`src/rtl/spi_byte_shifter.sv`:
```
// spi_byte_shifter
//
// Byte-to-serial SPI master engine, SPI mode 0 (SCK idles low, MISO sampled
// on the rising edge, MOSI launched on the falling edge). Bytes arrive over a
// valid/ready handshake and are shifted out MSB first. The byte captured from
// MISO during the same eight clocks is returned on rx_data with a one-cycle
// rx_valid pulse. Chip select stays asserted across bytes until a byte
// flagged tx_last completes. CS is then released after a hold time and kept
// high for a gap time before the next transaction can start.
//
// Parameters
//   CLK_DIV   SCK half-period in p_clk cycles (>= 1).
//
// Ports
//   p_clk      in   system clock, rising edge
//   p_reset    in   synchronous active-high reset
//   tx_valid   in   tx_data / tx_last valid
//   tx_ready   out  byte can be accepted (IDLE or WAIT)
//   tx_data    in   byte to send, MSB first
//   tx_last    in   byte closes the transaction
//   rx_valid   out  one-cycle pulse, rx_data is the byte just received
//   rx_data    out  received byte, first sampled bit in bit 7
//   busy       out  engine not idle
//   spi_sck    out  SPI clock
//   spi_cs_n   out  chip select, active low
//   spi_mosi   out  serial data to flash
//   spi_miso   in   serial data from flash
module spi_byte_shifter #(
    parameter int CLK_DIV = 2
) (
    input  logic       p_clk,
    input  logic       p_reset,
    input  logic       tx_valid,
    output logic       tx_ready,
    input  logic [7:0] tx_data,
    input  logic       tx_last,
    output logic       rx_valid,
    output logic [7:0] rx_data,
    output logic       busy,
    output logic       spi_sck,
    output logic       spi_cs_n,
    output logic       spi_mosi,
    input  logic       spi_miso
);

    localparam int CNT_W = (CLK_DIV > 1) ? $clog2(CLK_DIV) : 1;
    localparam logic [CNT_W-1:0] CNT_MAX = CNT_W'(CLK_DIV - 1);

    // SCK edge index within a byte: odd values are rises, even values falls.
    // Edge 15 is the 8th rise, edge 16 the 8th fall; the wrap seen while the
    // index is 16 closes the byte.
    localparam logic [4:0] EDGE_RISE8 = 5'd15;
    localparam logic [4:0] EDGE_DONE  = 5'd16;

    typedef enum logic [2:0] {
        ST_IDLE,
        ST_SETUP,
        ST_SHIFT,
        ST_WAIT,
        ST_HOLD,
        ST_GAP
    } state_t;

    state_t           state_q, state_d;
    logic [CNT_W-1:0] cnt_q, cnt_d;
    logic [4:0]       edge_q, edge_d;
    logic             sck_q, sck_d;
    logic             cs_n_q, cs_n_d;
    logic             mosi_q, mosi_d;
    logic             rx_valid_q, rx_valid_d;
    logic [7:0]       rx_data_q, rx_data_d;
    logic             tx_ready_q, tx_ready_d;
    logic             busy_q, busy_d;

    // Datapath registers; only meaningful after an accept loads them.
    // Bit 7 of the byte goes straight to MOSI at accept, so the tx
    // register only carries the remaining seven bits.
    logic [6:0]       tx_sr_q, tx_sr_d;
    logic [7:0]       rx_sr_q, rx_sr_d;
    logic             last_q, last_d;

    logic             half_done;
    logic             accept;

    assign half_done = (cnt_q == CNT_MAX);
    // tx_ready_q is only high in IDLE/WAIT, so it alone qualifies accept.
    assign accept    = tx_valid && tx_ready_q;

    always_comb begin
        state_d    = state_q;
        cnt_d      = cnt_q;
        edge_d     = edge_q;
        sck_d      = sck_q;
        cs_n_d     = cs_n_q;
        mosi_d     = mosi_q;
        rx_valid_d = 1'b0;
        rx_data_d  = rx_data_q;
        tx_sr_d    = tx_sr_q;
        rx_sr_d    = rx_sr_q;
        last_d     = last_q;

        case (state_q)
            ST_IDLE, ST_WAIT: begin
                if (accept) begin
                    tx_sr_d = tx_data[6:0];
                    last_d  = tx_last;
                    mosi_d  = tx_data[7];
                    cnt_d   = '0;
                    edge_d  = '0;
                    cs_n_d  = 1'b0;
                    state_d = ST_SETUP;
                end
            end

            ST_SETUP: begin
                // The end of the setup half-period doubles as the first
                // rising SCK edge, so MISO bit 7 is captured here.
                if (half_done) begin
                    cnt_d   = '0;
                    sck_d   = 1'b1;
                    rx_sr_d = {rx_sr_q[6:0], spi_miso};
                    edge_d  = 5'd1;
                    state_d = ST_SHIFT;
                end else begin
                    cnt_d = cnt_q + CNT_W'(1);
                end
            end

            ST_SHIFT: begin
                if (half_done) begin
                    cnt_d  = '0;
                    edge_d = edge_q + 5'd1;
                    if (edge_q == EDGE_DONE) begin
                        rx_data_d  = rx_sr_q;
                        rx_valid_d = 1'b1;
                        state_d    = last_q ? ST_HOLD : ST_WAIT;
                    end else if (!sck_q) begin
                        sck_d   = 1'b1;
                        rx_sr_d = {rx_sr_q[6:0], spi_miso};
                    end else begin
                        sck_d = 1'b0;
                        // After the 8th rise MOSI keeps bit 0 so the line
                        // stays stable through WAIT.
                        if (edge_q != EDGE_RISE8) begin
                            mosi_d  = tx_sr_q[6];
                            tx_sr_d = {tx_sr_q[5:0], 1'b0};
                        end
                    end
                end else begin
                    cnt_d = cnt_q + CNT_W'(1);
                end
            end

            ST_HOLD: begin
                if (half_done) begin
                    cnt_d   = '0;
                    cs_n_d  = 1'b1;
                    state_d = ST_GAP;
                end else begin
                    cnt_d = cnt_q + CNT_W'(1);
                end
            end

            ST_GAP: begin
                if (half_done) begin
                    cnt_d   = '0;
                    state_d = ST_IDLE;
                end else begin
                    cnt_d = cnt_q + CNT_W'(1);
                end
            end

            default: begin
                state_d = ST_IDLE;
                cs_n_d  = 1'b1;
                sck_d   = 1'b0;
            end
        endcase

        // Registered from the next state so these outputs line up with the
        // state they describe.
        tx_ready_d = (state_d == ST_IDLE) || (state_d == ST_WAIT);
        busy_d     = (state_d != ST_IDLE);
    end

    always_ff @(posedge p_clk) begin
        if (p_reset) begin
            state_q    <= ST_IDLE;
            cnt_q      <= '0;
            edge_q     <= '0;
            sck_q      <= 1'b0;
            cs_n_q     <= 1'b1;
            mosi_q     <= 1'b0;
            rx_valid_q <= 1'b0;
            rx_data_q  <= 8'h00;
            tx_ready_q <= 1'b0;
            busy_q     <= 1'b0;
        end else begin
            state_q    <= state_d;
            cnt_q      <= cnt_d;
            edge_q     <= edge_d;
            sck_q      <= sck_d;
            cs_n_q     <= cs_n_d;
            mosi_q     <= mosi_d;
            rx_valid_q <= rx_valid_d;
            rx_data_q  <= rx_data_d;
            tx_ready_q <= tx_ready_d;
            busy_q     <= busy_d;
        end
    end

    always_ff @(posedge p_clk) begin
        tx_sr_q <= tx_sr_d;
        rx_sr_q <= rx_sr_d;
        last_q  <= last_d;
    end

    assign tx_ready = tx_ready_q;
    assign rx_valid = rx_valid_q;
    assign rx_data  = rx_data_q;
    assign busy     = busy_q;
    assign spi_sck  = sck_q;
    assign spi_cs_n = cs_n_q;
    assign spi_mosi = mosi_q;

endmodule

```
`config.mk`:
```
export PLATFORM = sky130hd
export DESIGN_NAME = spi_byte_shifter
export DESIGN_NICKNAME = d
export VERILOG_FILES = /design/src/rtl/spi_byte_shifter.sv
export SDC_FILE = /design/constraint.sdc
export NUM_CORES = 1
export LEC_CHECK = 0
export BUFFER_PORTS_ARGS = -buffer_cell sky130_fd_sc_hd__buf_2
export CORE_AREA = 5 5 73 75
export CTS_CLUSTER_DIAMETER = 60
export DETAILED_ROUTE_END_ITERATION = 12
export DIE_AREA = 0 0 78 80
export MAX_ROUTING_LAYER = met4
export RECOVER_POWER = 25
export SLEW_MARGIN = 20
export SYNTH_ARGS = -nofsm -noshare
export SYNTH_HDL_FRONTEND = slang
export SYNTH_SLANG_ARGS = --single-unit
```
`constraint.sdc`:
```
create_clock -name p_clk -period 2.4 [get_ports p_clk]
set_clock_uncertainty 0.05 [all_clocks]
set_input_delay 0.72 -clock p_clk [delete_from_list [all_inputs] [get_ports p_clk]]
set_output_delay 0.72 -clock p_clk [all_outputs]
set_load 0.05 [all_outputs]
```
==> flow_metrics.tcl, run 1 <==
set metrics [dict create \
    place_congestion 0.7486 \
    route.antenna.remaining_nets 0 \
    critical_path.n_buffers_inverters 1 \
    floorplan.initialDensity_pct 38.64 \
    grt_pass1_vias 1248 \
    clock_tree_from_tritoncts "built" \
    power_per_cell_area_nw_per_um2 707.6 \
    timing.critical_path.cells "ha_1, and3_1, ha_1, or4_4, a21oi_4, buf_4" \
    min_period_over_period_pct 89.57 \
    core.rowCount 25 \
    final_layout_size_suffix_gt1_share_pct 24.12 \
    hold_class "reg -> reg" \
    max_cap_viol 0 \
    globalRoute.totalOverflow 0 \
    utilization_pct 45.03 \
    ys.flop_type "sky130_fd_sc_hd__dfxtp_1" \
    internal_power_mw 1.095 \
    power_frac_seq_pct 51.2 \
    timing_max_transition_violations_final 0 \
    drt-total-wl_um 3497 \
    relSlewSlack_pct 54.89 \
    critical_path.top_delay_family "simple AND/OR/NAND/NOR gates" \
    yosysTopAreaCell "sky130_fd_sc_hd__edfxtp_1" \
    worst_ep_required_time_ns 2.35 \
    grt_max_degree 24 \
    global_route.usage.total_pct 12.38 \
    antennaDiodeCount 0 \
    die_area_sq_um 6240 \
    combinationalPowerShare_pct 11.7 \
    hold_violations 0 \
    leakagePower_nw 0.7955 \
    ffs_w_async_s_r_synth_pct 0 \
    finalCriticalPeriod_ns 2.150 \
    io_pins 27 \
    flow.area_growth_from_synthesis_pct 16.55 \
    cts_htree_levels 2 \
    post-cts-setup-buffers 0 \
    post_synth_instance_area_sq_um 1777 \
    arrival_ns 2.10 \
    placement.io_buffers 26 \
    synth.distinct_cells 46 \
    cts_hold_repair.buffers 0 \
    achievable-frequency_mhz 465.2 \
    cts.sinks 39 \
    post_cts.resized_instances 0 \
    start_kind "flop" \
    numCtsBuffers 5 \
    post_drt_wl_per_cell_um 13.82 \
    fillCellCount 465 \
    largest_stage_delay_on_the_critical_path_ns 0.55 \
    via_per_inst 5.059 \
    core_region_area_sq_um 4598 \
    fp.dieW_um 78 \
    ctsRootBufferMaster "sky130_fd_sc_hd__clkbuf_8" \
    dr.first_iter.drc_count 73 \
    power.switching_mw 0.3704 \
    run_status "complete, no violations" \
    layout.nets 214 \
    dieHeight_um 80 \
    synth_top_cells_by_area "sky130_fd_sc_hd__edfxtp_1 27%, sky130_fd_sc_hd__dfxtp_1 26%, sky130_fd_sc_hd__a21oi_1 5.1%, sky130_fd_sc_hd__mux2_2 3.8%, sky130_fd_sc_hd__nand2_1 3.2%" \
    clock_tree.buffer_depth 2 \
    critical_path_class "reg -> reg" \
    rrSetupSlack_ns 0.25 \
    synth_enable_flop_cells 16 \
    dp_hpwl_um 2498 \
    synthesis.yosys.warnings 0 \
    syn-instance-count 169 \
    worst_path_fanout_max 7 \
    clk_pin_slew_ns 0.08 \
    drt_pre_antenna_iters 4 \
    post_synthesis_area_per_instance_sq_um 10.51 \
    finalSetupViolations 0 \
    vias 1280 \
    rsz0062_at_grt "false" \
    grt_first_pass_wirelength_um 6072 \
    setup-tns-final_ns 0 \
    yosysSeqAreaShare_pct 52.96 \
    post_synth_most_frequent_cells "23 x sky130_fd_sc_hd__dfxtp_1, 18 x sky130_fd_sc_hd__a21oi_1, 16 x sky130_fd_sc_hd__edfxtp_1, 15 x sky130_fd_sc_hd__nand2_1, 11 x sky130_fd_sc_hd__nor2_1" \
    antenna_found_initial 0 \
    slowest_library_cell_on_the_worst_path "sky130_fd_sc_hd__or4_4" \
    yosysTopAreaCellShare_pct 27.04 \
    worstSkewPairLatency_ns 0.29 \
    clock_power_share_pct 37.1 \
    yosys.cell_count.top_type "sky130_fd_sc_hd__dfxtp_1" \
    vdd_ir_drop_max_uv 310.2 \
    synth_nets 185 \
    cp-end-kind "flop" \
    sw_frac_of_total_pct 25.28 \
    tightest_slew_ns 0.6596 \
    remaining_drc_errors 0 \
    flops_latches_synth 39 \
    timing.critical_path.mode_cell "sky130_fd_sc_hd__ha_1" \
]
==> final cells by class <==
class                           count  area, sq um  share of cell area [%]
Sequential cell                    39        940.9                   45.44
Timing Repair Buffer               32        170.2                   8.217
Clock inverter                      3        43.79                   2.115
Inverter                            7        26.28                   1.269
Tap cell                           54        67.56                   3.263
Clock buffer                        5        68.82                   3.323
Multi-Input combinational cell    113        753.2                   36.37
==> registers in the layout (all words and copies together) (netlist names), 3 cells and up <==
signal / count
edge_q: 5
rx_data: 8
rx_sr_q: 8
state_q: 3
tx_sr_q: 7
==> worst min-delay path, stage by stage (launching register included) <==
cell                      delay, ns
sky130_fd_sc_hd__dfxtp_1       0.31
sky130_fd_sc_hd__nand2_1       0.05
sky130_fd_sc_hd__a21oi_1       0.05
==> metrics by stage <==
| step | hold slack, ns | power, mW | worst slack (ns) | std cells | area, sq um |
|---|---|---|---|---|---|
| 6_report | 0.4038 | 1.465 | 0.2502 | 253 | 2071 |
| 5_1_grt | 0.4193 | 1.542 | 0.1880 | 253 | 2071 |
| 4_1_cts | 0.4055 | 1.484 | 0.2529 | 253 | 2079 |
| 3_5_place_dp | 0.3867 | 0.9399 | 0.2314 | 245 | 1967 |
| 3_3_place_gp | 0.3814 | 0.9393 | 0.2518 | 245 | 1967 |
| 2_1_floorplan | 0.3760 | 0.8937 | 0.2361 | 169 | 1777 |
==> path summary, 6_finish.rpt <==
kind	end	startpoint	depth (start not counted)
max	tx_sr_q[2]	edge_q[0]	6
min	rx_data[5]	rx_data[5]	2
max reg2reg	tx_sr_q[2]	edge_q[0]	6
min reg2reg	rx_data[5]	rx_data[5]	2
==> logic make-up after synthesis <==
logic type	after synthesis	synth area share (%)
simple gates	59	19.23
xor+xnor	2	1.409
mux	9	5.563
compound gates	40	14.30
flops	39	52.96
fa+ha+maj	3	2.113
buf+inv	17	4.436
==> power by group through the flow <==
stage	clock (mW)	sequential (mW)	combinational, mW
finish	0.544	0.750	0.172
global route	0.597	0.756	0.189
CTS	0.558	0.750	0.175
detailed placement	0	0.765	0.175
global placement	0	0.764	0.175
floorplan	0	0.794	0.0992
==> layer usage <==
layer  track usage [%]  vias to the layer above  wire [um]
met4             4.561                        0         44
met5                 -                        -          0
li1                  -                      662          -
met1             15.13                      589       1722
met3             3.499                        4        160
met2             19.53                       25       1570
==> layout by cell type, fill, tap and decap left out, drive strengths merged, types with 3 or more instances in the layout <==
master and n:
nor2 11, edfxtp 16, o21ai 8, nand2 15
ha 3, dfxtp 23, a21oi 19, nand3 9
nand2b 4, mux2 7, clkbuf 9, inv 7
buf 28
No activity file was read; power rests on OpenSTA's default activity.
==> inputs of run 2 (changes only) <==
Settings changed: CELL_PAD_IN_SITES_DETAIL_PLACEMENT set to 1, CELL_PAD_IN_SITES_GLOBAL_PLACEMENT set to 1, CORE_AREA 5 5 73 75 to 5 5 61 90, DIE_AREA 0 0 78 80 to 0 0 66 95, PLACE_DENSITY_LB_ADDON set to 0.1, SETUP_SLACK_MARGIN set to 0.5.
==> run 2 against run 1 <==
- flip-flop and latch count did not move
- sequential power decreased by 0.5%
- combinational power is 17% higher
- sequential share of layout area is 2.2 points lower
- critical path depth is 1 lower
- final area increased by 6.0%
- worst setup slack better by 0.12 ns
- worst hold slack worse by 0.00071 ns
- count of clock-buffer cells in the layout grew 1
- via count rose by 7.8%
- cell count up 7.1%
- critical path type unchanged
- largest power group unchanged
==> flow_metrics.tcl, run 2 (synthesis gave the netlist of run 1 again) <==
set metrics [dict create \
    finalSetupViolations 0 \
    floorplan.initialDensity_pct 37.86 \
    antennaDiodeCount 0 \
    fp.dieW_um 66 \
    setup-tns-final_ns 0 \
    worst_ep_required_time_ns 2.57 \
    power_per_cell_area_nw_per_um2 660.7 \
    place_congestion 0.7952 \
    critical_path.top_delay_family "simple AND/OR/NAND/NOR gates" \
    dp_hpwl_um 2969 \
    timing.critical_path.cells "buf_4, and4bb_1, a32oi_1, or4b_1, mux2i_1" \
    cts.sinks 39 \
    die_area_sq_um 6270 \
    hold_violations 0 \
    route.antenna.remaining_nets 0 \
    global_route.usage.met1_pct 16.72 \
    grt_busiest_layer "met2" \
    achievable-frequency_mhz 492.7 \
    global_route.usage.total_pct 15.08 \
    clk_pin_slew_ns 0.08 \
    relSlewSlack_pct 60.47 \
    worstSkewPairLatency_ns 0.29 \
    globalRoute.totalOverflow 0 \
    min_delay_path_depth 2 \
    vdd_ir_drop_max_uv 280.1 \
    flow.area_growth_from_synthesis_pct 23.59 \
    critical_path_class "reg -> reg" \
    worst_path_fanout_max 14 \
    critical_path_capture_point "tx_ready" \
    crit_path_start "cnt_q" \
    clock_tree_from_tritoncts "built" \
    timing.critical_path.depth 5 \
    postLayoutSetupSlackWorst_ns 0.3702 \
    ctsRootBufferMaster "sky130_fd_sc_hd__clkbuf_8" \
    final_design_area_no_fill_sq_um 2196 \
    cp-end-kind "flop" \
    dieHeight_um 95 \
    start_kind "flop" \
    vias 1380 \
    timing_max_transition_violations_final 0 \
    remaining_drc_errors 0 \
    core.rowCount 31 \
    grt_first_pass_wirelength_um 7058 \
    r2r_end "tx_ready" \
    antenna_found_initial 0 \
    groute.layer.met2.usage_pct 26.61 \
    dr.first_iter.drc_count 28 \
    placed_cells 256 \
    layout_commonest_cell "sky130_fd_sc_hd__buf_2" \
    io_pins 27 \
    critical_path.n_buffers_inverters 1 \
    leakagePower_nw 0.8319 \
    cts_htree_levels 2 \
    rsz0062_at_grt "true" \
    worst_r2r_startpoint "cnt_q" \
    numCtsBuffers 5 \
    drt_pre_antenna_iters 4 \
    arrival_ns 2.20 \
    clock_tree.buffer_depth 2 \
    largest_stage_delay_on_the_critical_path_ns 0.47 \
    post_drt_wl_per_cell_um 15.92 \
    tightest_slew_ns 0.5956 \
    fin_cells 271 \
    place_worst_setup_slack_ns 0.2098 \
    rrSetupSlack_ns 0.37 \
    min_period_over_period_pct 84.57 \
    core_region_area_sq_um 4693 \
    layout.cells.most_common_list "24 x sky130_fd_sc_hd__buf_2, 19 x sky130_fd_sc_hd__dfxtp_1, 18 x sky130_fd_sc_hd__a21oi_1" \
    finalCriticalPeriod_ns 2.030 \
    grtUsageMet3_pct 3.452 \
    hold_class "reg -> reg" \
    cts_hold_repair.buffers 0 \
    via_per_inst 5.092 \
    run_status "complete, no violations" \
    slowest_library_cell_on_the_worst_path "sky130_fd_sc_hd__or4b_1" \
    post_dp_cell_area_sq_um 1992 \
    drt-total-wl_um 4314 \
    placement.io_buffers 26 \
    max_cap_viol 0 \
    reg2regPathDepth 5 \
    final_layout_size_suffix_gt1_share_pct 34.15 \
    grt_max_degree 24 \
    grt_pass1_vias 1439 \
    layout.nets 220 \
]
run 2: cell types whose count changed in the layout (fill, tap and decap cells not counted), moves of 2 or more:
cell and change:
sky130_fd_sc_hd__buf_4 +5, sky130_fd_sc_hd__dfxtp_1 -4, sky130_fd_sc_hd__dfxtp_2 +3, sky130_fd_sc_hd__ha_1 -3, sky130_fd_sc_hd__buf_2 +2, sky130_fd_sc_hd__clkbuf_1 -2, sky130_fd_sc_hd__ha_4 +2, sky130_fd_sc_hd__inv_1 -2
run 2: layer usage:
metal | wire length [um] | vias to the layer above
met5 | 0 | -
met4 | 57 | 0
met3 | 148 | 5
met2 | 2368 | 22
met1 | 1739 | 681
li1 | - | 672
run 2: worst min-delay path by stage:
stage / to / from / slack, ns
after CTS: rx_data[5] / rx_data[5] / 0.41
final: rx_data[5] / rx_data[5] / 0.40
after global routing: rx_sr_q[5] / rx_sr_q[4] / 0.42
after detailed placement: rx_sr_q[5] / rx_sr_q[4] / 0.39
after global placement: rx_data[5] / rx_data[5] / 0.39
after floorplan: rx_sr_q[1] / rx_sr_q[0] / 0.38
run 2: area by class of cell:
cell class	instances	area (sq um)
inverter	7	28.78
clock buffer	6	93.84
multi-input combinational	113	807.0
sequential	39	948.4
clock inverter	2	13.76
fill	541	2497
timing repair buffer	38	221.5
tap	66	82.58
run 2: repair_timing:
action                     CTS  global route
setup endpoints to repair   25            18
setup buffers                7             0
resized for setup            8             6
pin swaps                    3             2
run 2: worst reg2reg max path, cell delays in order, from the launching register on:
cell,delay (ns)
sky130_fd_sc_hd__dfxtp_1,0.32
sky130_fd_sc_hd__buf_4,0.19
sky130_fd_sc_hd__and4bb_1,0.42
sky130_fd_sc_hd__a32oi_1,0.38
sky130_fd_sc_hd__or4b_1,0.47
sky130_fd_sc_hd__mux2i_1,0.14
run 2: metrics by stage:
stage	hold WS (ns)	util [%]	power, mW
after CTS	0.4074	46.44	1.470
after global routing	0.4203	46.79	1.519
after global placement	0.3913	42.44	0.9448
after floorplan	0.3760	-	0.8975
after detailed placement	0.3916	42.44	0.9495
final	0.4030	46.79	1.451
run 2: where the power goes:
part | internal, mW | leakage (nW) | switching, mW
clock | 0.268 | 0.0563 | 0.236
sequential | 0.721 | 0.334 | 0.0246
combinational | 0.0754 | 0.441 | 0.126
